### config.mk
export PLATFORM = sky130hd
export DESIGN_NAME = cpu_control
export DESIGN_NICKNAME = d
export VERILOG_FILES = /design/src/rtl/cpu_control_pkg.sv /design/src/rtl/cpu_control_pc_unit.sv /design/src/rtl/cpu_control.sv
export SDC_FILE = /design/constraint.sdc
export NUM_CORES = 1
export LEC_CHECK = 0
export CORE_MARGIN = 2
export CORE_UTILIZATION = 45
export CTS_BUF_LIST = sky130_fd_sc_hd__clkbuf_2 sky130_fd_sc_hd__clkbuf_4 sky130_fd_sc_hd__clkbuf_8
export CTS_CLUSTER_SIZE = 10
export DETAILED_ROUTE_END_ITERATION = 7
export PLACE_DENSITY = 0.85
export REMOVE_ABC_BUFFERS = 1
export SYNTH_ARGS = -nofsm -noshare
export SYNTH_HDL_FRONTEND = slang
export SYNTH_SLANG_ARGS = --single-unit
export TNS_END_PERCENT = 30
### constraint.sdc
create_clock -name CLK -period 6.28 [get_ports CLK]
set_input_delay 0.942 -clock CLK [delete_from_list [all_inputs] [get_ports CLK]]
set_output_delay 0.942 -clock CLK [all_outputs]
set_load 0.01 [all_outputs]
### src/rtl/cpu_control_pkg.sv
// Shared definitions for the single-cycle CPU control path: opcodes, ALU select codes,
// instruction field positions, controller states and the opcode decoder.
package cpu_defs;

  localparam logic [7:0] OP_LOADI = 8'd0;
  localparam logic [7:0] OP_MOV   = 8'd1;
  localparam logic [7:0] OP_ADD   = 8'd2;
  localparam logic [7:0] OP_SUB   = 8'd3;
  localparam logic [7:0] OP_AND   = 8'd4;
  localparam logic [7:0] OP_OR    = 8'd5;
  localparam logic [7:0] OP_MULT  = 8'd6;
  localparam logic [7:0] OP_SHIFT = 8'd7;
  localparam logic [7:0] OP_J     = 8'd8;
  localparam logic [7:0] OP_BEQ   = 8'd9;
  localparam logic [7:0] OP_BNE   = 8'd10;
  localparam logic [7:0] OP_LWD   = 8'd11;
  localparam logic [7:0] OP_LWI   = 8'd12;
  localparam logic [7:0] OP_SWD   = 8'd13;
  localparam logic [7:0] OP_SWI   = 8'd14;

  // ALU SELECT codes, shared with the ALU
  localparam logic [2:0] ALU_FWD   = 3'd0;
  localparam logic [2:0] ALU_ADD   = 3'd1;
  localparam logic [2:0] ALU_AND   = 3'd2;
  localparam logic [2:0] ALU_OR    = 3'd3;
  localparam logic [2:0] ALU_MULT  = 3'd4;
  localparam logic [2:0] ALU_SHIFT = 3'd5;

  localparam int OPCODE_LSB = 24;
  localparam int RD_LSB     = 16;
  localparam int RS1_LSB    = 8;
  localparam int RS2_LSB    = 0;
  localparam int REG_W      = 3;

  typedef enum logic [1:0] {
    ST_BOOT  = 2'd0,
    ST_RUN   = 2'd1,
    ST_STALL = 2'd2
  } state_t;

  typedef struct packed {
    logic [2:0] aluop;
    logic       imm_sel;
    logic       neg_sel;
    logic       we;
    logic       mem_read;
    logic       mem_write;
    logic       jump;
    logic       beq;
    logic       bne;
    logic       illegal;
  } ctrl_t;

  function automatic ctrl_t decode(input logic [7:0] op);
    ctrl_t c;
    c = '0;
    case (op)
      OP_LOADI: begin c.aluop = ALU_FWD;   c.imm_sel = 1'b1; c.we = 1'b1; end
      OP_MOV:   begin c.aluop = ALU_FWD;   c.we = 1'b1; end
      OP_ADD:   begin c.aluop = ALU_ADD;   c.we = 1'b1; end
      OP_SUB:   begin c.aluop = ALU_ADD;   c.neg_sel = 1'b1; c.we = 1'b1; end
      OP_AND:   begin c.aluop = ALU_AND;   c.we = 1'b1; end
      OP_OR:    begin c.aluop = ALU_OR;    c.we = 1'b1; end
      OP_MULT:  begin c.aluop = ALU_MULT;  c.we = 1'b1; end
      OP_SHIFT: begin c.aluop = ALU_SHIFT; c.imm_sel = 1'b1; c.we = 1'b1; end
      OP_J:     begin c.jump = 1'b1; end
      OP_BEQ:   begin c.aluop = ALU_ADD;   c.neg_sel = 1'b1; c.beq = 1'b1; end
      OP_BNE:   begin c.aluop = ALU_ADD;   c.neg_sel = 1'b1; c.bne = 1'b1; end
      OP_LWD:   begin c.mem_read = 1'b1;   c.we = 1'b1; end
      OP_LWI:   begin c.mem_read = 1'b1;   c.imm_sel = 1'b1; c.we = 1'b1; end
      OP_SWD:   begin c.mem_write = 1'b1; end
      OP_SWI:   begin c.mem_write = 1'b1;  c.imm_sel = 1'b1; end
      default:  begin c.illegal = 1'b1; end
    endcase
    return c;
  endfunction

endpackage

### src/rtl/cpu_control_pc_unit.sv
// Program counter: register, sequential +PC_STEP adder, branch target adder and next-PC mux.
module pc_unit #(
  parameter logic [31:0] PC_RESET = 32'd0,
  parameter logic [31:0] PC_STEP  = 32'd4
) (
  input  logic        clk_i,
  input  logic        rst_i,
  input  logic        advance_i,
  input  logic        take_i,
  input  logic [7:0]  offset_i,
  output logic [31:0] pc_o
);

  logic [31:0] pc_q;
  logic [31:0] pc_d;
  logic [31:0] seq_pc;
  logic [31:0] target_pc;

  assign seq_pc    = pc_q + PC_STEP;
  // Offset counts words, so sign-extend then scale to bytes
  assign target_pc = seq_pc + {{22{offset_i[7]}}, offset_i, 2'b00};

  always_comb begin
    pc_d = pc_q;
    if (advance_i) begin
      pc_d = take_i ? target_pc : seq_pc;
    end
  end

  always_ff @(posedge clk_i or posedge rst_i) begin
    if (rst_i) pc_q <= PC_RESET;
    else       pc_q <= pc_d;
  end

  assign pc_o = pc_q;

endmodule

### src/rtl/cpu_control.sv
// Instruction-side controller: owns the PC, decodes instructions into datapath controls
// and stalls on instruction/data memory busywait.
module cpu_control
  import cpu_defs::*;
#(
  parameter logic [31:0] PC_RESET = 32'd0,
  parameter logic [31:0] PC_STEP  = 32'd4
) (
  input  logic        CLK,
  input  logic        RESET,
  input  logic [31:0] INSTRUCTION,
  input  logic        INSTR_BUSYWAIT,
  input  logic        MEM_BUSYWAIT,
  input  logic        ZERO,
  output logic [31:0] PC,
  output logic [2:0]  ALUOP,
  output logic [2:0]  READREG1,
  output logic [2:0]  READREG2,
  output logic [2:0]  WRITEREG,
  output logic [7:0]  IMMEDIATE,
  output logic        IMM_SEL,
  output logic        NEG_SEL,
  output logic        WRITEENABLE,
  output logic        MEM_READ,
  output logic        MEM_WRITE,
  output logic        ILLEGAL,
  output state_t      DBG_STATE
);

  ctrl_t  dec;
  state_t state_q;
  state_t state_d;
  logic   illegal_q;
  logic   illegal_d;
  logic   mem_req;
  logic   advance;
  logic   take;
  logic   we;
  logic   mr;
  logic   mw;
  logic   unused_instr_bits;

  assign dec     = decode(INSTRUCTION[OPCODE_LSB +: 8]);
  assign mem_req = dec.mem_read | dec.mem_write;
  assign take    = dec.jump | (dec.beq & ZERO) | (dec.bne & ~ZERO);

  // Handshake: a memory request is accepted on the cycle it is asserted with
  // MEM_BUSYWAIT low; while busywait is high the request is held steady.
  always_comb begin
    state_d = state_q;
    advance = 1'b0;
    we      = 1'b0;
    mr      = 1'b0;
    mw      = 1'b0;
    case (state_q)
      ST_BOOT: state_d = ST_RUN;
      ST_RUN: begin
        if (INSTR_BUSYWAIT) begin
          state_d = ST_STALL;
        end else begin
          mr = dec.mem_read;
          mw = dec.mem_write;
          if (mem_req && MEM_BUSYWAIT) begin
            state_d = ST_STALL;
          end else begin
            we      = dec.we;
            advance = 1'b1;
          end
        end
      end
      ST_STALL: begin
        // The fetched word is only trusted once instruction memory is ready
        if (!INSTR_BUSYWAIT) begin
          mr = dec.mem_read;
          mw = dec.mem_write;
          we = dec.mem_read & ~MEM_BUSYWAIT;
          if (!MEM_BUSYWAIT) state_d = ST_RUN;
        end
      end
      default: state_d = ST_BOOT;
    endcase
  end

  assign illegal_d = illegal_q | (advance & dec.illegal);

  always_ff @(posedge CLK or posedge RESET) begin
    if (RESET) begin
      state_q   <= ST_BOOT;
      illegal_q <= 1'b0;
    end else begin
      state_q   <= state_d;
      illegal_q <= illegal_d;
    end
  end

  pc_unit #(
    .PC_RESET (PC_RESET),
    .PC_STEP  (PC_STEP)
  ) u_pc (
    .clk_i     (CLK),
    .rst_i     (RESET),
    .advance_i (advance),
    .take_i    (take),
    .offset_i  (INSTRUCTION[RD_LSB +: 8]),
    .pc_o      (PC)
  );

  assign ALUOP       = dec.aluop;
  assign WRITEREG    = INSTRUCTION[RD_LSB +: REG_W];
  assign READREG1    = INSTRUCTION[RS1_LSB +: REG_W];
  assign READREG2    = INSTRUCTION[RS2_LSB +: REG_W];
  assign IMMEDIATE   = INSTRUCTION[RS2_LSB +: 8];
  assign IMM_SEL     = dec.imm_sel;
  assign NEG_SEL     = dec.neg_sel;
  assign WRITEENABLE = we & ~RESET;
  assign MEM_READ    = mr & ~RESET;
  assign MEM_WRITE   = mw & ~RESET;
  assign ILLEGAL     = illegal_q;
  assign DBG_STATE   = state_q;

  assign unused_instr_bits = ^INSTRUCTION[15:11];

endmodule

==> flow_summary.json, run 1 <==
{
  "core_region_area_um2": 9110,
  "worstSetupEndpointType": "flip-flop",
  "crit_required_ps": 6460,
  "crit_path_cell_trace": "and4_4 -> and3_4 -> and3_4 -> nand3_1 -> nor4_1 -> xor2_1 -> ha_1 -> nand4_1 -> inv_1 -> a21oi_1 -> nand2_1 -> a31o_2 -> a221oi_1 -> a21oi_1 -> or3_1 -> xor2_1",
  "cts_tree": "yes",
  "synth_edf_count": 0,
  "drive_gt1_share_pct": 4.18,
  "synth_area_per_cell_um2": 7.44,
  "setup_viol": 0,
  "start_util_pct": 45.9,
  "r2r_cells": 16,
  "first_pass_iters": 5,
  "hold_path_depth": 1,
  "postSynthCellCount": 562,
  "via_per_inst": 5.94,
  "outcome": "finished, final reports clean",
  "drtIter0Drc": 285,
  "insertedDiodeCount": 0,
  "cts.repair.resized": 0,
  "grt-ovfl-total": 0,
  "antenna_found_initial": 0,
  "gp_congestion": 0.884,
  "holdPathEnd": "ILLEGAL",
  "tns_ps": 0,
  "fin_crit_sh_pct": 72.0,
  "post_cts_buffers": 0,
  "synthFlopType": "dfrtp_1",
  "area_growth_pct": 16.8,
  "path_class": "flip-flop to flip-flop",
  "synthTopCellsByArea": "dfrtp_1 (20%), ha_1 (12%), a21oi_1 (8.5%), xnor2_1 (7.3%), nand2_1 (6.2%)",
  "rsz0062_at_grt": "false",
  "post_cts_hold_buffer_count": 0,
  "grt_pass1_vias": 3876,
  "place.port_buffers": 64,
  "wl_mm": 11.3,
  "skew_ps": 5.80,
  "io_pins": 97,
  "pre_cts_slack_ps": 1810,
  "clockBufferDepth": 2,
  "drcViolationCount": 0,
  "drv_slew": 0,
  "tightest_slew_ps": 973,
  "synth.top_cell.area_share_pct": 19.8,
  "relSlewSlack_pct": 34.6,
  "die_area_um2": 10100,
  "crit_slowest_cell": "nor4_1",
  "yosysWarningCount": 0,
  "synth_cell_type_count": 55,
  "cts_max_level": 2,
  "final.min_clock_period_ps": 4520,
  "cap_violations": 0,
  "seqCellArea_um2": 826,
  "hold_viol_final": 0,
  "crit_path_max_fanout": 8,
  "max_stage_delay_ps": 890,
  "p_leak_uw": 0.00203,
  "syn_area_um2": 4180,
  "layout_setup_ws_ps": 1760,
  "ff2ff_setup_slack_ps": 1760,
  "vias": 4212,
  "r2r_start": "u_pc.pc_o[4]",
  "synth_sequential_area_ratio_pct": 19.8,
  "multi_input_area_um2": 3090,
  "ys_ff_latch": 33,
  "cts-root-buf": "clkbuf_8",
  "path_clk_slew_ps": 70,
  "yosysTopAreaCell": "dfrtp_1",
  "wl_per_cell_um": 16.0,
  "hold_path_class": "flip-flop to flip-flop",
  "cts.sinks": 33,
  "powerDensity_nw_per_um2": 288,
  "die_w_um": 100,
  "start_kind": "flip-flop",
  "cts-buffers-inserted": 5,
  "num_rows": 35,
  "grt_max_degree": 46,
  "async_flop_share_pct": 100,
  "die_h_um": 100,
  "yosys-top-cells-count": "a21oi_1 (71), nand2_1 (69), nor2_1 (43)",
  "maxClockFrequency_ghz": 0.221,
  "hpwl_mm": 8.32,
  "nNetsFinal": 676,
  "hold_start": "ILLEGAL",
  "rr_endpoint": "u_pc.pc_o[31]",
  "n_fill_cell": 841,
  "grt_first_pass_wirelength_mm": 18.6,
  "post-synth-top-count-cell": "a21oi_1",
  "peakVddDrop_mv": 0.254,
  "clk_latency_ps": 290,
  "ant_nets": 0,
  "grt_usage_pct": 22.5,
  "critical_path_arrival_ps": 4700
}
## report_power, final
group	internal [uW]	switching [uW]	leakage (uW)
logic	396	456	0.00156
clock network	115	82.7	0.0000540
registers	262	91.6	0.000419
## kinds of logic after synthesis
group,count (synthesis),share of synthesized area (%)
and+or+nand+nor,213,25.7
AOI/OAI and AO/OA,165,23.4
xor gates and xnor gates,54,11.3
buffers and inverters,52,6.56
adders and majority gates,41,12.5
DFF,33,19.8
muxes,3,0.748
other,1,0.0897
## sequential cells by signal (all words and copies together) (netlist names)
register	flops
DBG_STATE	2
ILLEGAL	1
u_pc.pc_o	30
## worst max-delay path: cells and delay by family, from the launching register on
family	cells	cell delay, ps
simple gates	8	2320
compound gates	4	820
flops	1	500
fa+ha+maj	1	390
xor+xnor	2	290
buf+inv	1	70
## layout by cell type (no fill, tap or decap), drive strengths merged, types with 4 or more instances in the layout
| cell type | count |
|---|---|
| a21o | 11 |
| and3 | 15 |
| nand3 | 24 |
| nand2 | 69 |
| nor3 | 10 |
| nor2b | 9 |
| clkdlybuf4s50 | 64 |
| a31oi | 5 |
| dfrtp | 33 |
| ha | 40 |
| inv | 10 |
| o21ai | 37 |
| clkbuf | 5 |
| nand2b | 4 |
| nor4 | 8 |
| nand4 | 10 |
| o22ai | 6 |
| a22oi | 6 |
| a221oi | 4 |
| buf | 6 |
| xor2 | 19 |
| and4 | 4 |
| or3 | 4 |
| xnor2 | 35 |
| a21oi | 71 |
| nor2 | 43 |
| o211ai | 5 |
| o21bai | 4 |
## layer usage
layer	global-route usage, %	share of wire, %
met5	0	0
met4	4.43	0.56
met3	4.11	4.8
met2	37.3	47
met1	30.8	47
## layout make-up
cell class                 instances  share of cell area (%)
clock buffer                       5                    1.41
clock inverter                     2                   0.718
inverter                          10                   0.769
multi-input combinational        478                    63.3
sequential                        33                    16.9
tap                              111                    2.85
timing repair buffer              70                    14.0
## through the flow
stage,cell area [um2],utilization [%],instances,total power (uW),hold WS (ps)
floorplan,3950,-,521,915,493
global placement,4780,52.4,702,1170,442
detailed placement,4780,52.4,702,1200,453
CTS,4880,53.6,709,1400,469
global route,4880,53.6,709,1520,488
finish,4880,53.6,709,1400,461
## worst max path at each step
stage | from | endpoint | slack (ps) | depth (start not counted)
5_1_grt | u_pc.pc_o[4] | u_pc.pc_o[31] | 1530 | 16
3_5_place_dp | INSTRUCTION[23] | u_pc.pc_o[31] | 1810 | 12
3_3_place_gp | u_pc.pc_o[4] | u_pc.pc_o[31] | 1850 | 16
2_1_floorplan | INSTRUCTION[29] | u_pc.pc_o[31] | 2150 | 8
4_1_cts | u_pc.pc_o[4] | u_pc.pc_o[31] | 1830 | 16
6_report | u_pc.pc_o[4] | u_pc.pc_o[31] | 1760 | 16
Note: power is estimated with default switching activity, not from simulation.
==> run 2, diff against run 1 <==
--- a/config.mk
+++ b/config.mk
@@ -10,7 +10,7 @@
 export CTS_BUF_LIST = sky130_fd_sc_hd__clkbuf_2 sky130_fd_sc_hd__clkbuf_4 sky130_fd_sc_hd__clkbuf_8
 export CTS_CLUSTER_SIZE = 10
 export DETAILED_ROUTE_END_ITERATION = 7
-export PLACE_DENSITY = 0.85
+export PLACE_DENSITY = 0.88
 export REMOVE_ABC_BUFFERS = 1
 export SYNTH_ARGS = -nofsm -noshare
 export SYNTH_HDL_FRONTEND = slang
==> constraint.sdc (replaced) <==
create_clock -name CLK -period 3.8 [get_ports CLK]
set_input_delay 0.57 -clock CLK [delete_from_list [all_inputs] [get_ports CLK]]
set_output_delay 0.57 -clock CLK [all_outputs]
set_load 0.01 [all_outputs]
==> flow_summary.json, run 2 (synthesis gave the netlist of run 1 again) <==
{
  "nNetsFinal": 742,
  "drv_slew": 0,
  "start_util_pct": 45.9,
  "start_kind": "flip-flop",
  "setup_viol": 0,
  "critical_path_arrival_ps": 3860,
  "worstSetupEndpointType": "flip-flop",
  "drtIter0Drc": 264,
  "ant_nets": 0,
  "insertedDiodeCount": 0,
  "switching_power_uw": 1120,
  "peakVddDrop_mv": 0.399,
  "postLayoutCoreUtil_pct": 60.4,
  "powerDensity_nw_per_um2": 464,
  "antenna_found_initial": 0,
  "grt_usage_pct": 24.5,
  "grt_max_degree": 39,
  "num_rows": 35,
  "die_h_um": 100,
  "p_clk_share_pct": 13.1,
  "wl_per_cell_um": 16.3,
  "wl_mm": 12.7,
  "layout_setup_ws_ps": 120,
  "cts_tree": "yes",
  "cts.sinks": 33,
  "via_per_inst": 5.89,
  "grt_pass1_vias": 4418,
  "largest_reg_flops": 30,
  "cap_violations": 0,
  "final_cell_mix": "buf_4 (72), nand2_1 (69), a21oi_1 (65)",
  "pre_cts_slack_ps": -74.7,
  "cts-buffers-inserted": 5,
  "path_clk_slew_ps": 70,
  "p_leak_uw": 0.00239,
  "maxClockFrequency_ghz": 0.272,
  "final.min_clock_period_ps": 3680,
  "outcome": "finished, final reports clean",
  "die_area_um2": 10100,
  "place.port_buffers": 64,
  "rsz0062_at_grt": "true",
  "hpwl_mm": 9.55,
  "crit_path_max_fanout": 4,
  "grt_first_pass_wirelength_mm": 20.1,
  "cts_max_level": 2,
  "drive_gt1_share_pct": 16.9,
  "hold_ws_ps": 468,
  "vias": 4563,
  "gp_congestion": 0.973,
  "clk_latency_ps": 290,
  "cts-root-buf": "clkbuf_8",
  "first_pass_iters": 4,
  "io_pins": 97,
  "p_sw_share_pct": 43.9,
  "fin_cells": 775,
  "dp_cells": 765,
  "seqPwrFrac_pct": 20.7,
  "final_common_cell": "buf_4",
  "hold_viol_final": 0,
  "drcViolationCount": 0,
  "core_region_area_um2": 9110,
  "area_growth_pct": 31.5,
  "comb_power_share_pct": 66.3,
  "fin_crit_sh_pct": 96.9,
  "tns_ps": 0,
  "crit_required_ps": 3980,
  "internal_power_uw": 1430,
  "hold_path_class": "flip-flop to flip-flop",
  "grt-ovfl-total": 0,
  "path_class": "flip-flop to flip-flop",
  "post_cts_hold_buffer_count": 0,
  "die_w_um": 100,
  "skew_ps": 3.57,
  "clockBufferDepth": 2
}
-- run 2: cell count changes in the layout (fill, tap and decap cells not counted), moves of 3 or more --
cell     before  now
and3_1       13   10
buf_4         6   72
a21oi_1      71   65
a21oi_2       0    6
-- run 2: final timing paths --
check                           slack (ps)  cells after the start       endpoint          from
worst max-delay path                   120                     18  u_pc.pc_o[31]  u_pc.pc_o[5]
worst min-delay path                   470                      1        ILLEGAL       ILLEGAL
worst max register to register         120                     18  u_pc.pc_o[31]  u_pc.pc_o[5]
worst min register to register         470                      1        ILLEGAL       ILLEGAL
max in group asynchronous             2500                      3   u_pc.pc_o[2]         RESET
min in group asynchronous              600                      2   DBG_STATE[0]         RESET
-- run 2: stage by stage --
step	instance area [um2]	power, uW
finish	5500	2550
detailed placement	5250	2170
global placement	5250	2100
global route	5500	2730
CTS	5370	2520
floorplan	3950	1510
-- run 2: worst max-delay path, cell delays in order (launching register included) --
cell and delay [ps]:
dfrtp_1 360, and4_4 230, and3_4 180, and3_4 180, and3_4 210, buf_4 140, nand4_1 140, nor2_2 190
xor2_2 220, ha_4 240, nand4_1 80, inv_1 60, a21oi_1 150, nand2_1 70, a31o_2 250, a221oi_2 300
a21oi_1 70, or3_1 370, xor2_1 150
-- run 2: per-layer routing --
layer	share of wire [%]	global-route usage, %	wire length, um
met2	48	42.5	6140
met3	7.0	4.46	885
met4	2.0	8.64	253
met1	43	30.4	5380
met5	0	0	0
-- run 2: final cells by class --
| cell class | instances | area (um2) |
|---|---|---|
| clock buffers | 5 | 68.8 |
| clock inverters | 2 | 35.0 |
| fillers | 814 | 3610 |
| inverters | 10 | 37.5 |
| multi-input cells | 478 | 3210 |
| flip-flops and latches | 33 | 826 |
| well taps | 111 | 139 |
| repair buffers | 136 | 1180 |
-- run 2: power groups by stage --
stage / Combinational (uW) / Clock, uW / Sequential [uW]
2_1_floorplan: 923 / 0 / 589
3_3_place_gp: 1580 / 0 / 522
3_5_place_dp: 1640 / 0 / 530
4_1_cts: 1660 / 339 / 524
5_1_grt: 1850 / 346 / 538
6_report: 1690 / 333 / 527
-- run 2: timing repair --
item,in CTS,in global routing
setup endpoints to repair,1,6
setup buffers,0,3
gates resized for setup,3,23
pin swaps,0,8
